--- src/rtl/divu_hilo_unit.sv ---
// Multicycle unsigned restoring divider (DIVU) that writes the remainder to HI and the quotient to LO.
// One shift-subtract step per clock. Results appear WIDTH cycles after the start edge.
module divu_hilo_unit #(
  parameter int         WIDTH     = 32,
  parameter logic [5:0] DIVU_CODE = 6'b011011
) (
  input  logic             clk,
  input  logic             reset,
  input  logic [WIDTH-1:0] dataA,
  input  logic [WIDTH-1:0] dataB,
  input  logic [5:0]       Signal,
  output logic [WIDTH-1:0] HiOut,
  output logic [WIDTH-1:0] LoOut,
  output logic             busy,
  output logic             done
);

  localparam int CW = (WIDTH > 1) ? $clog2(WIDTH) : 1;

  typedef enum logic [1:0] {IDLE, RUN, DONE} state_t;

  state_t           state;
  logic [WIDTH-1:0] quo;
  logic [WIDTH-1:0] rem;
  logic [WIDTH-1:0] divisor;
  logic [CW-1:0]    count;

  logic             start;
  logic             last;
  logic [WIDTH:0]   shifted;
  logic [WIDTH:0]   trial;
  logic [WIDTH-1:0] next_rem;
  logic [WIDTH-1:0] next_quo;

  // The shifted remainder keeps the bit pushed out of rem, so the trial subtraction
  // stays exact even when the divisor uses the top bit; trial[WIDTH] is the borrow.
  always_comb begin
    start    = (Signal == DIVU_CODE);
    last     = (count == CW'(WIDTH - 1));
    shifted  = {rem, quo[WIDTH-1]};
    trial    = shifted - {1'b0, divisor};
    next_rem = shifted[WIDTH-1:0];
    next_quo = {quo[WIDTH-2:0], 1'b0};
    if (!trial[WIDTH]) begin
      next_rem = trial[WIDTH-1:0];
      next_quo = {quo[WIDTH-2:0], 1'b1};
    end
  end

  always_ff @(posedge clk) begin
    if (reset) begin
      state   <= IDLE;
      quo     <= '0;
      rem     <= '0;
      divisor <= '0;
      count   <= '0;
      HiOut   <= '0;
      LoOut   <= '0;
      busy    <= 1'b0;
      done    <= 1'b0;
    end else begin
      done <= 1'b0;
      case (state)
        // The done cycle accepts a new start exactly like idle, allowing back-to-back issue.
        IDLE, DONE: begin
          if (start) begin
            quo     <= dataA;
            divisor <= dataB;
            rem     <= '0;
            count   <= '0;
            busy    <= 1'b1;
            state   <= RUN;
          end else begin
            state <= IDLE;
          end
        end
        RUN: begin
          rem   <= next_rem;
          quo   <= next_quo;
          count <= count + CW'(1);
          if (last) begin
            HiOut <= next_rem;
            LoOut <= next_quo;
            busy  <= 1'b0;
            done  <= 1'b1;
            state <= DONE;
          end
        end
        default: state <= IDLE;
      endcase
    end
  end

endmodule
--- config.mk ---
export PLATFORM = sky130hd
export DESIGN_NAME = divu_hilo_unit
export DESIGN_NICKNAME = d
export VERILOG_FILES = /design/src/rtl/divu_hilo_unit.sv
export SDC_FILE = /design/constraint.sdc
export NUM_CORES = 1
export LEC_CHECK = 0
export ABC_AREA = 1
export BUFFER_PORTS_ARGS = -buffer_cell sky130_fd_sc_hd__buf_2
export CAP_MARGIN = 5
export CORE_AREA = 2 2 209 108
export CTS_CLUSTER_SIZE = 30
export DETAILED_ROUTE_END_ITERATION = 8
export DIE_AREA = 0 0 211 110
export SYNTH_ARGS = -nofsm -noshare
export SYNTH_HDL_FRONTEND = slang
export SYNTH_SLANG_ARGS = --single-unit
--- constraint.sdc ---
create_clock -name clk -period 3 [get_ports clk]
set_input_delay 0.6 -clock clk [delete_from_list [all_inputs] [get_ports clk]]
set_output_delay 0.6 -clock clk [all_outputs]
set_load 0.02 [all_outputs]
==> run_results.csv, run 1 <==
group,metric,value,unit
detailed_routing,firstDrtPassIters,5,
grt,global_route_wire_length_before_repair,42880,um
cts,cts_tree,"done",
setup_path,path_max_fanout,15,
timing,finalMaxSlewViolations,0,
job,max_cap_viol_count,0,
layout,num-fill-cells,2218,
setup_path,critPathKind,"register to register",
layout,final_nets,1718,
floorplan,floorplan.rows,38,
logic_synthesis,synthTopCellsByArea,"sky130_fd_sc_hd__dfxtp_1, sky130_fd_sc_hd__nand2_1, sky130_fd_sc_hd__inv_1, sky130_fd_sc_hd__nand3_1, sky130_fd_sc_hd__ha_1",
logic_synthesis,synth_fp_nets,1602,
detailed_routing,remaining_drc_errors,0,
cts,numCtsBuffers,17,
cts,clock_latency,0.45,ns
cts,clk_pin_slew_worst_paths,0.07,ns
placement,portBuffers,137,
status,run_status,"completed",
logic_synthesis,ys_warn_count,0,
detailed_routing,post_drt_wl_per_cell,14.59,um
logic_synthesis,synthesis.area,9515,um2
setup_path,arrival,3.09,ns
logic_synthesis,ys_seq_elements,169,
logic_synthesis,syn-instance-count,1495,
placement,place_hpwl,20940,um
grt,first_global_vias,7892,
setup_path,startpoint_class_of_the_critical_path,"register",
cts,cts_hold_buf,0,
power_and_ir_drop,power.leakage,5.669,nW
cts,clock_sink_count,169,
layout,antennaDiodeCount,0,
timing,tightest_slew,1.030,ns
grt,grt_use_total,0.2408,
grt,pin_count_of_the_biggest_net_entering_global_routing,67,
timing,fmax,368.2,MHz
floorplan,fp.dieArea,23210,um2
timing,report.final.setup_viol,0,
floorplan,die_x,211,um
detailed_routing,via_per_inst,4.893,
timing,hold_viol_final,0,
hold_path,worst_hold_path_type,"input port to register",
detailed_routing,drt_iter0_markers,810,
layout,area_growth,15.92,%
timing,finalSetupTns,0,ns
timing,period_needed,2.716,ns
power_and_ir_drop,power_density,551.6,nW/um2
setup_path,req_time_crit_path,3.37,ns
detailed_routing,postRouteAntennaNets,0,
floorplan,effective_utilization_at_floorplan,0.4457,
power_and_ir_drop,ir_worst_vdd,0.3215,mV
layout,drive_gt1_frac,0.1478,
detailed_routing,detailroute.via_count,9316,
logic_synthesis,synth.distinct_cells,36,
power_and_ir_drop,finalPower,6.085,mW
detailed_routing,postRouteWirelength,27780,um
timing,post-route-period-util,0.9052,
cts,clockBufferDepth,2,
logic_synthesis,synth_seq_area_share,0.3556,
timing,fin_skew,0.007803,ns
logic_synthesis,synth.top_cell.area_share,0.3556,
logic_synthesis,syn_area_per_cell,6.365,um2
logic_synthesis,synthDominantAreaCellType,"sky130_fd_sc_hd__dfxtp_1",
grt,leftover_overflow_at_the_end_of_global_routing,0,
floorplan,coreArea,21350,um2
cts,root_buffer,"sky130_fd_sc_hd__clkbuf_16",
floorplan,die_height,110,um
timing,setup_repair_after_global_routing_missed_its_margin,"false",
setup_path,critical_path.endpoint_type,"register",
placement,globalplace.congestion,0.9969,
floorplan,boundary_pin_count,138,
cts,cts.htree.levels,4,
grt,antenna_violations_before_repair,0,
timing,timing.slew.headroom,0.3118,
## cell usage in the layout, fill, tap and decap left out, types with 8 or more instances in the layout
cell type                   count
sky130_fd_sc_hd__nor2_1        45
sky130_fd_sc_hd__nand4_1        8
sky130_fd_sc_hd__nand3_1       86
sky130_fd_sc_hd__dfxtp_1      169
sky130_fd_sc_hd__o21bai_1       8
sky130_fd_sc_hd__o21ai_0       43
sky130_fd_sc_hd__clkbuf_16     17
sky130_fd_sc_hd__nand2_1      586
sky130_fd_sc_hd__inv_1        238
sky130_fd_sc_hd__buf_4         19
sky130_fd_sc_hd__buf_2        137
sky130_fd_sc_hd__nand2_2       29
sky130_fd_sc_hd__o21a_1        25
sky130_fd_sc_hd__ha_1          34
sky130_fd_sc_hd__a21oi_1       82
sky130_fd_sc_hd__a31oi_1       31
sky130_fd_sc_hd__xnor2_1       12
## timing repair
| action | 4_1_cts | 5_1_grt |
|---|---|---|
| endpoints found under the setup margin | 0 | 3 |
| resized for setup | 0 | 2 |
| buffers inserted | 0 | 0 |
| hold endpoints to repair | 0 | 0 |
## routing by layer
| layer | share of wire | vias up | track usage |
|---|---|---|---|
| met5 | 0 | - | 0 |
| met4 | 0.0094 | 0 | 0.05835 |
| met3 | 0.077 | 17 | 0.05382 |
| met2 | 0.35 | 283 | 0.2956 |
| met1 | 0.57 | 4165 | 0.3986 |
| li1 | - | 4851 | - |
## cells in the mapped netlist
library cell	n
sky130_fd_sc_hd__o21a_1	25
sky130_fd_sc_hd__nand2_4	2
sky130_fd_sc_hd__ha_1	34
sky130_fd_sc_hd__buf_8	1
sky130_fd_sc_hd__and2_1	2
sky130_fd_sc_hd__a21oi_2	5
sky130_fd_sc_hd__inv_1	238
sky130_fd_sc_hd__o21ai_0	43
sky130_fd_sc_hd__a211oi_1	1
sky130_fd_sc_hd__nor3_1	4
sky130_fd_sc_hd__clkbuf_8	3
sky130_fd_sc_hd__a21oi_1	82
sky130_fd_sc_hd__inv_2	3
sky130_fd_sc_hd__nand2_1	587
sky130_fd_sc_hd__nand2_2	28
sky130_fd_sc_hd__buf_1	3
sky130_fd_sc_hd__clkinv_1	3
sky130_fd_sc_hd__nor3_2	1
sky130_fd_sc_hd__clkbuf_1	38
sky130_fd_sc_hd__a221oi_1	1
sky130_fd_sc_hd__dfxtp_1	169
sky130_fd_sc_hd__fa_1	1
sky130_fd_sc_hd__o21bai_1	8
sky130_fd_sc_hd__buf_6	5
sky130_fd_sc_hd__nand3_1	86
sky130_fd_sc_hd__nand3b_1	1
sky130_fd_sc_hd__xnor2_1	12
sky130_fd_sc_hd__a31oi_1	31
sky130_fd_sc_hd__nand4_1	8
sky130_fd_sc_hd__xor2_1	4
sky130_fd_sc_hd__nor2_1	48
sky130_fd_sc_hd__buf_12	1
sky130_fd_sc_hd__nor2_2	4
sky130_fd_sc_hd__buf_2	10
sky130_fd_sc_hd__nor2_4	2
sky130_fd_sc_hd__a21o_1	1
## cells by family (layout without fill, tap and decap cells)
| kind of cell | count (synthesis) | after routing | share of synthesized area |
|---|---|---|---|
| adders and majority gates | 35 | 35 | 0.04681 |
| DFF | 169 | 169 | 0.3556 |
| and+or+nand+nor | 773 | 773 | 0.3320 |
| xor gates and xnor gates | 16 | 16 | 0.01473 |
| buffers and inverters | 305 | 434 | 0.1316 |
| AOI/OAI and AO/OA | 197 | 197 | 0.1193 |
## cell type report
type / count / area, um2 / share of cell area
clock buffer: 19 / 452.9 / 0.04106
timing repair buffer: 158 / 868.3 / 0.07872
multi-input combinational: 1021 / 4917 / 0.4458
inverter: 244 / 915.9 / 0.08303
tap: 280 / 350.3 / 0.03176
sequential: 169 / 3383 / 0.3067
clock inverter: 13 / 142.6 / 0.01293
## power by group
group          internal, mW  total (mW)  switching [mW]  leakage (nW)
sequential             2.26        2.27          0.0111          1.36
clock                  1.28        2.26           0.985         0.295
combinational         0.512        1.55            1.04          4.01
## state kept, by name, indices dropped and copies added, names as in the netlist
signal   flops
HiOut       32
LoOut       32
busy         1
count        5
divisor     32
done         1
quo         32
rem         32
state        2
## critical path: stages (launching register included)
cell and delay, ns:
sky130_fd_sc_hd__dfxtp_1 0.31, sky130_fd_sc_hd__inv_1 0.07, sky130_fd_sc_hd__ha_1 0.24, sky130_fd_sc_hd__fa_1 0.42
sky130_fd_sc_hd__inv_1 0.11, sky130_fd_sc_hd__nand2_1 0.05, sky130_fd_sc_hd__nand2_1 0.09, sky130_fd_sc_hd__nand3_1 0.09
sky130_fd_sc_hd__nand2_2 0.14, sky130_fd_sc_hd__nand2_2 0.06, sky130_fd_sc_hd__nand2_2 0.11, sky130_fd_sc_hd__nand2_2 0.08
sky130_fd_sc_hd__nand3_1 0.18, sky130_fd_sc_hd__nand2_8 0.13, sky130_fd_sc_hd__buf_12 0.18, sky130_fd_sc_hd__nand2_1 0.08
sky130_fd_sc_hd__nand3_1 0.12, sky130_fd_sc_hd__a21oi_1 0.17
## path summary, 6_finish.rpt
kind                                 start          to  slack, ns  depth (start not counted)
worst min register to register  divisor[6]  divisor[6]       0.46                          2
worst max register to register     quo[31]     rem[17]       0.28                         17
worst min-delay path              dataB[0]  divisor[0]       0.42                          3
worst max-delay path               quo[31]     rem[17]       0.28                         17
## per-stage QoR
step / instances / setup slack (ns) / util / hold WS (ns) / cell area, um2
after floorplan: 1495 / 0.7761 / - / 0.4331 / 9515
after global placement: 1872 / 0.3665 / 0.4880 / 0.4447 / 10420
after detailed placement: 1872 / 0.3168 / 0.4880 / 0.4578 / 10420
after CTS: 1904 / 0.2972 / 0.5159 / 0.3911 / 11010
after global routing: 1904 / 0.0008122 / 0.5167 / 0.4270 / 11030
final: 1904 / 0.2843 / 0.5167 / 0.4150 / 11030
No activity file was read; power rests on OpenSTA's default activity.
==> inputs of run 2 (changes only) <==
- ABC_AREA: 1 -> not set
- CORE_AREA: 2 2 209 108 -> 2 2 194 101
- DIE_AREA: 0 0 211 110 -> 0 0 196 103
- PLACE_DENSITY: not set -> 0.65
- REMOVE_ABC_BUFFERS: not set -> 1
==> run 2 against run 1 <==
  * The run now ends with setup timing left
  * Design area shrank 4.0%
  * Critical path depth shrank 4
  * Non-clock buffer count up 61
  * Utilization increased by 4.8 points
  * Die area down 13%
  * Power down 14%
  * Final cell count fell by 22%
  * Global-route usage decreased by 0.85 points
  * Flip-flop and latch count is the same
  * Area after synthesis down 14%
  * Critical endpoint is now HiOut[25]
  * Highest routed layer unchanged
==> run_results.csv, run 2 <==
group,metric,value,unit
status,run_status,"complete, but fails checks",
status,violations,"setup timing",
timing,timing.final.ws_setup,-0.01285,ns
floorplan,boundary_pin_count,138,
cts,cts_hold_buf,0,
logic_synthesis,ys_seq_elements,169,
timing,finalMaxSlewViolations,0,
timing,timing.slew.headroom,0.5639,
logic_synthesis,synth-xor-area-share,0.02794,
logic_synthesis,synth_adder_area_share,0.05466,
floorplan,effective_utilization_at_floorplan,0.4349,
cts,clock_latency,0.43,ns
setup_path,startpoint_class_of_the_critical_path,"register",
floorplan,die_x,196,um
grt,antenna_violations_before_repair,0,
detailed_routing,firstDrtPassIters,4,
logic_synthesis,syn-instance-count,1049,
setup_path,kind_of_cell_adding_the_most_delay_to_the_critical_path,"compound AO/OA/AOI/OAI gates",
hold_path,worst_hold_path_type,"input port to register",
floorplan,floorplan.rows,36,
detailed_routing,drt_iter0_markers,525,
logic_synthesis,post_synth_top_cells,"sky130_fd_sc_hd__nand2_1, sky130_fd_sc_hd__dfxtp_1, sky130_fd_sc_hd__a21oi_1",
grt,global_route_wire_length_before_repair,37010,um
setup_path,critPathKind,"register to register",
logic_synthesis,synthDominantAreaCellType,"sky130_fd_sc_hd__dfxtp_1",
logic_synthesis,synthesis.area,8149,um2
detailed_routing,post_drt_wl_per_cell,16.08,um
placement,globalplace.congestion,0.9064,
layout,final_core_utilization,0.5651,
setup_path,slowest_delay,0.41,ns
grt,leftover_overflow_at_the_end_of_global_routing,0,
logic_synthesis,yosysMostFrequentCell,"sky130_fd_sc_hd__nand2_1",
setup_path,cp.depth,13,
logic_synthesis,synth_top_family_by_area,"compound AO/OA/AOI/OAI gates",
detailed_routing,postRouteAntennaNets,0,
floorplan,coreArea,18740,um2
hold_path,hold-path-cell-count,3,
layout,layout_commonest_cell,"sky130_fd_sc_hd__nand2_1",
power_and_ir_drop,power.leakage,4.295,nW
job,max_cap_viol_count,0,
placement,place_hpwl,16590,um
timing,finalSetupTns,-0.01485,ns
timing,report.final.setup_viol,2,
layout,area_occupied_by_registers,3386,um2
layout,drive_gt1_frac,0.2693,
logic_synthesis,synth.top_cell.area_share,0.4152,
timing,fmax,331.9,MHz
layout,multi_input_gate_area_in_the_final_layout,4742,um2
logic_synthesis,synth.distinct_cells,61,
setup_path,path_max_fanout,8,
timing,tightest_slew,0.6542,ns
setup_path,critical_path.endpoint_type,"register",
cts,clockBufferDepth,2,
detailed_routing,remaining_drc_errors,0,
setup_path,arrival,3.31,ns
setup_path,crit_chain,"inv_2 -> ha_4 -> fa_2 -> nor2b_4 -> o31ai_4 -> a211o_1 -> a211oi_4 -> o41ai_4 -> xor2_4 -> buf_12 -> buf_12 -> mux2i_4 -> a211oi_2",
cts,root_buffer,"sky130_fd_sc_hd__clkbuf_16",
layout,antennaDiodeCount,0,
cts,cts_tree,"done",
timing,setup_repair_after_global_routing_missed_its_margin,"true",
cts,clk_pin_slew_worst_paths,0.07,ns
logic_synthesis,post_synth_mux_area_share,0.01489,
power_and_ir_drop,ir_worst_vdd,0.3761,mV
cts,clock_sink_count,169,
setup_path,timing.reg2reg.worst_path_depth,13,
floorplan,die_height,103,um
logic_synthesis,syn_area_per_cell,7.768,um2
layout,layout_common_cells,"sky130_fd_sc_hd__nand2_1, sky130_fd_sc_hd__dfxtp_1, sky130_fd_sc_hd__buf_2, sky130_fd_sc_hd__a21oi_1, sky130_fd_sc_hd__buf_4",
placement,portBuffers,137,
timing,post-route-period-util,1.004,
logic_synthesis,synthFlopType,"sky130_fd_sc_hd__dfxtp_1",
timing,period_needed,3.013,ns
logic_synthesis,synth_edf_count,0,
setup_path,critPathMostFrequentCell,"sky130_fd_sc_hd__buf_12",
detailed_routing,via_per_inst,5.307,
setup_path,cp_num_buf_inv,3,
detailed_routing,detailroute.via_count,7833,
logic_synthesis,ys_warn_count,0,
detailed_routing,postRouteWirelength,23730,um
layout,area_growth,29.94,%
logic_synthesis,synthTopCellsByArea,"sky130_fd_sc_hd__dfxtp_1, sky130_fd_sc_hd__nand2_1, sky130_fd_sc_hd__a21oi_1, sky130_fd_sc_hd__ha_1, sky130_fd_sc_hd__nor2_1",
grt,grt_use_total,0.2323,
logic_synthesis,post_synth_and_or_nand_nor_area_fraction,0.1898,
grt,pin_count_of_the_biggest_net_entering_global_routing,106,
power_and_ir_drop,finalPower,5.205,mW
power_and_ir_drop,power_density,491.5,nW/um2
logic_synthesis,synth_seq_area_share,0.4152,
timing,hold_viol_final,0,
layout,final_nets,1324,
setup_path,worst_path_max_delay_cell,"sky130_fd_sc_hd__fa_2",
setup_path,req_time_crit_path,3.30,ns
timing,fin_skew,0.01087,ns
grt,first_global_vias,7034,
floorplan,fp.dieArea,20190,um2
cts,numCtsBuffers,17,
logic_synthesis,synth_compound_area_frac,0.2429,
logic_synthesis,async_reset_ff_frac,0,
cts,cts.htree.levels,4,
layout,num-fill-cells,1802,
[run 2: layout make-up]
cell class,instances,area share
multi-input combinational,770,0.4478
timing repair buffer,219,0.1358
sequential,169,0.3197
clock inverter,14,0.01312
inverter,40,0.01418
clock buffer,17,0.04017
tap,247,0.02919
[run 2: timing repair]
item / in CTS / in global routing
resized for setup: 26 / 82
gates cloned: 0 / 3
buffers inserted: 5 / 3
pin swaps: 10 / 25
setup endpoints to repair: 58 / 64
[run 2: cells by family after synthesis]
kind of cell             count (synthesis)
AND/OR/NAND/NOR                        374
adder cells (fa/ha/maj)                 35
buffers and inverters                  110
XOR/XNOR                                26
flip-flops                             169
multiplexers                            12
AO/OA/AOI/OAI                          323
[run 2: worst min-delay path, delay by kind of cell]
kind	cells	cell delay, ns
buf+inv	1	0.09
compound gates	1	0.05
simple gates	1	0.04
[run 2: through the flow]
step | cell area (um2) | std cells | setup WS (ns) | hold slack [ns]
floorplan | 7854 | 979 | -1.938 | 0.4303
global placement | 9484 | 1434 | -0.07673 | 0.4412
detailed placement | 9484 | 1434 | -0.1810 | 0.4475
CTS | 10210 | 1470 | -0.03876 | 0.3811
global route | 10590 | 1476 | -0.09945 | 0.3941
finish | 10590 | 1476 | -0.01285 | 0.3944
[run 2: metal layers]
metal | up-vias | GRT usage | wire (um)
met3 | 15 | 0.04645 | 1243
met5 | - | 0 | 0
li1 | 3959 | - | -
met1 | 3665 | 0.3628 | 12980
met4 | 0 | 0.04895 | 155
met2 | 194 | 0.3238 | 9354
[run 2: path summary, 6_finish.rpt]
kind	from	end	slack, ns
setup / recovery	quo[31]	HiOut[25]	-0.01
hold / removal	dataB[6]	divisor[6]	0.39
setup reg to reg	quo[31]	HiOut[25]	-0.01
hold reg to reg	LoOut[13]	LoOut[13]	0.45
[run 2: report_power, final]
part	internal [mW]	switching, mW
clock network	1.16	0.998
registers	2.25	0.00675
logic	0.376	0.415
total	3.79	1.42
==> inputs of run 3 (changes only) <==
- PLACE_DENSITY: 0.65 -> not set
- PLACE_DENSITY_LB_ADDON: not set -> 0.05
==> run 3 against run 2 <==
  * The flow now finishes without violations
  * Critical path type unchanged
  * Combinational power decreased by 15%
  * Largest power group unchanged
  * Non-clock buffer count increased by 19
  * Critical path depth increased by 1
  * Flip-flop and latch count unchanged
  * Register-to-register slack improved by 0.03 ns
  * Sequential power about the same
  * Power decreased by 1.4%
  * First-iteration DRC count decreased by 2.7%
  * Final cell count increased by 1.4%
  * Via count decreased by 0.43%
  * Largest cell class unchanged
==> run_results.csv, run 3 (synthesized netlist as in run 2, its figures left out) <==
group,metric,value,unit
detailed_routing,postRouteWirelength,23390,um
cts,clk_pin_slew_worst_paths,0.07,ns
timing,fin_skew,0.01318,ns
floorplan,floorplan.rows,36,
timing,hold_viol_final,0,
cts,clock_latency,0.43,ns
setup_path,startpoint_class_of_the_critical_path,"register",
status,run_status,"completed",
layout,layout_common_cells,"sky130_fd_sc_hd__nand2_1, sky130_fd_sc_hd__dfxtp_1, sky130_fd_sc_hd__a21oi_1, sky130_fd_sc_hd__buf_2, sky130_fd_sc_hd__buf_4",
grt,grt_busiest_layer,"met1",
detailed_routing,firstDrtPassIters,5,
power_and_ir_drop,power.leakage,4.400,nW
cts,cts.htree.levels,4,
setup_path,path_max_fanout,11,
layout,final_core_utilization,0.5693,
placement,place_hpwl,15860,um
detailed_routing,postRouteAntennaNets,0,
detailed_routing,drt_iter0_markers,511,
timing,fmax,335.1,MHz
placement,portBuffers,137,
setup_path,critical_path.endpoint_type,"register",
placement,globalplace.congestion,0.8557,
timing,timing.slew.headroom,0.6218,
detailed_routing,post_drt_wl_per_cell,15.64,um
power_and_ir_drop,switching_share,0.2584,
floorplan,coreArea,18740,um2
cts,cts_tree,"done",
timing,finalMaxSlewViolations,0,
timing,setup_repair_after_global_routing_missed_its_margin,"true",
grt,leftover_overflow_at_the_end_of_global_routing,0,
power_and_ir_drop,internal_power,3.804,mW
setup_path,timing.reg2reg.setup_slack,0.02,ns
floorplan,effective_utilization_at_floorplan,0.4349,
grt,met2_usage,0.3148,
setup_path,critPathKind,"register to register",
power_and_ir_drop,ir_worst_vdd,0.3784,mV
detailed_routing,via_per_inst,5.213,
floorplan,die_height,103,um
grt,pin_count_of_the_biggest_net_entering_global_routing,94,
timing,tightest_slew,0.5673,ns
timing,whs,0.3923,ns
grt,antenna_violations_before_repair,0,
layout,layout_commonest_cell,"sky130_fd_sc_hd__nand2_1",
hold_path,worst_hold_path_type,"input port to register",
grt,met3_usage,0.04547,
job,max_cap_viol_count,0,
layout,area_growth,30.91,%
placement,dpl.cell_count,1447,
grt,global_route_wire_length_before_repair,36940,um
power_and_ir_drop,netSwitchingPower,1.325,mW
detailed_routing,remaining_drc_errors,0,
cts,root_buffer,"sky130_fd_sc_hd__clkbuf_16",
cts,clockBufferDepth,2,
timing,report.final.setup_viol,0,
power_and_ir_drop,pwr-share-clk,0.429,
power_and_ir_drop,combinationalPowerShare,0.131,
setup_path,req_time_crit_path,3.34,ns
detailed_routing,detailroute.via_count,7799,
timing,period_needed,2.984,ns
grt,grt_use_total,0.2303,
layout,drive_gt1_frac,0.2730,
layout,final-instance-count-excl-fill,1496,
timing,post-route-period-util,0.9947,
cts,clock_sink_count,169,
floorplan,die_x,196,um
layout,final_nets,1343,
power_and_ir_drop,finalPower,5.130,mW
power_and_ir_drop,power.share.sequential,0.440,
grt,grtUsageMet1,0.3659,
power_and_ir_drop,power_density,480.8,nW/um2
setup_path,arrival,3.33,ns
floorplan,boundary_pin_count,138,
grt,first_global_vias,6971,
cts,numCtsBuffers,17,
layout,antennaDiodeCount,0,
floorplan,fp.dieArea,20190,um2
==> run 3: cell types whose count changed in the layout (fill, tap and decap cells not counted), sizes merged <==
cell | previous run | this run
buf | 216 | 238
clkbuf | 20 | 21
clkinv | 2 | 4
clkinvlp | 5 | 3
inv | 46 | 43
==> run 3: cell type report <==
type	count	area, um2
multi-input combinational	770	4688
timing repair buffer	238	1539
sequential	169	3388
inverter	40	150.1
tap	247	309.0
fill	1798	8070
clock buffer	21	480.5
clock inverter	11	112.6
==> run 3: worst paths after layout <==
kind / from / endpoint / cells after the start
max: quo[31] / HiOut[2] / 14
min: dataB[8] / divisor[8] / 3
max reg2reg: quo[31] / HiOut[2] / 14
min reg2reg: LoOut[23] / LoOut[23] / 2
==> run 3: worst max-delay path, cell delays in order (launching register included) <==
cell and delay [ns]:
sky130_fd_sc_hd__dfxtp_2 0.32, sky130_fd_sc_hd__inv_2 0.04, sky130_fd_sc_hd__ha_4 0.16, sky130_fd_sc_hd__fa_2 0.41, sky130_fd_sc_hd__nor2b_4 0.16, sky130_fd_sc_hd__o31ai_4 0.09
sky130_fd_sc_hd__a211o_4 0.36, sky130_fd_sc_hd__a211oi_4 0.26, sky130_fd_sc_hd__o41ai_4 0.14, sky130_fd_sc_hd__xor2_4 0.17, sky130_fd_sc_hd__buf_6 0.16, sky130_fd_sc_hd__buf_12 0.14
sky130_fd_sc_hd__nor3_4 0.18, sky130_fd_sc_hd__a21oi_2 0.08, sky130_fd_sc_hd__a211oi_2 0.21
==> run 3: what timing repair did <==
item / 4_1_cts / 5_1_grt
gates resized for setup: 18 / 63
pin swaps: 8 / 25
hold buffers: 0 / 0
setup buffers: 9 / 9
setup endpoints to repair: 64 / 65
==> run 3: metal layers <==
| layer | vias up | share of wire |
|---|---|---|
| met3 | 10 | 0.048 |
| met2 | 181 | 0.39 |
| li1 | 3985 | - |
| met1 | 3623 | 0.56 |
| met5 | - | 0 |
| met4 | 0 | 0.0051 |
==> run 3: power groups by stage <==
stage                     clock (mW)  combinational [mW]  sequential, mW
after CTS                       2.25               0.572            2.26
final                           2.20               0.672            2.26
after global placement             0               0.523            2.31
after detailed placement           0               0.523            2.31
after floorplan                    0               0.280            2.31
after global routing            2.36               0.726            2.26
==> run 3: stage by stage <==
step                TNS, ns  setup slack (ns)  area [um2]
global placement     -5.186           -0.1686        9582
floorplan           -151.90            -1.938        7854
global route        -0.7657          -0.07075       10670
CTS                  -2.582           -0.1259       10320
finish                    0           0.01597       10670
detailed placement   -7.672           -0.2001        9582
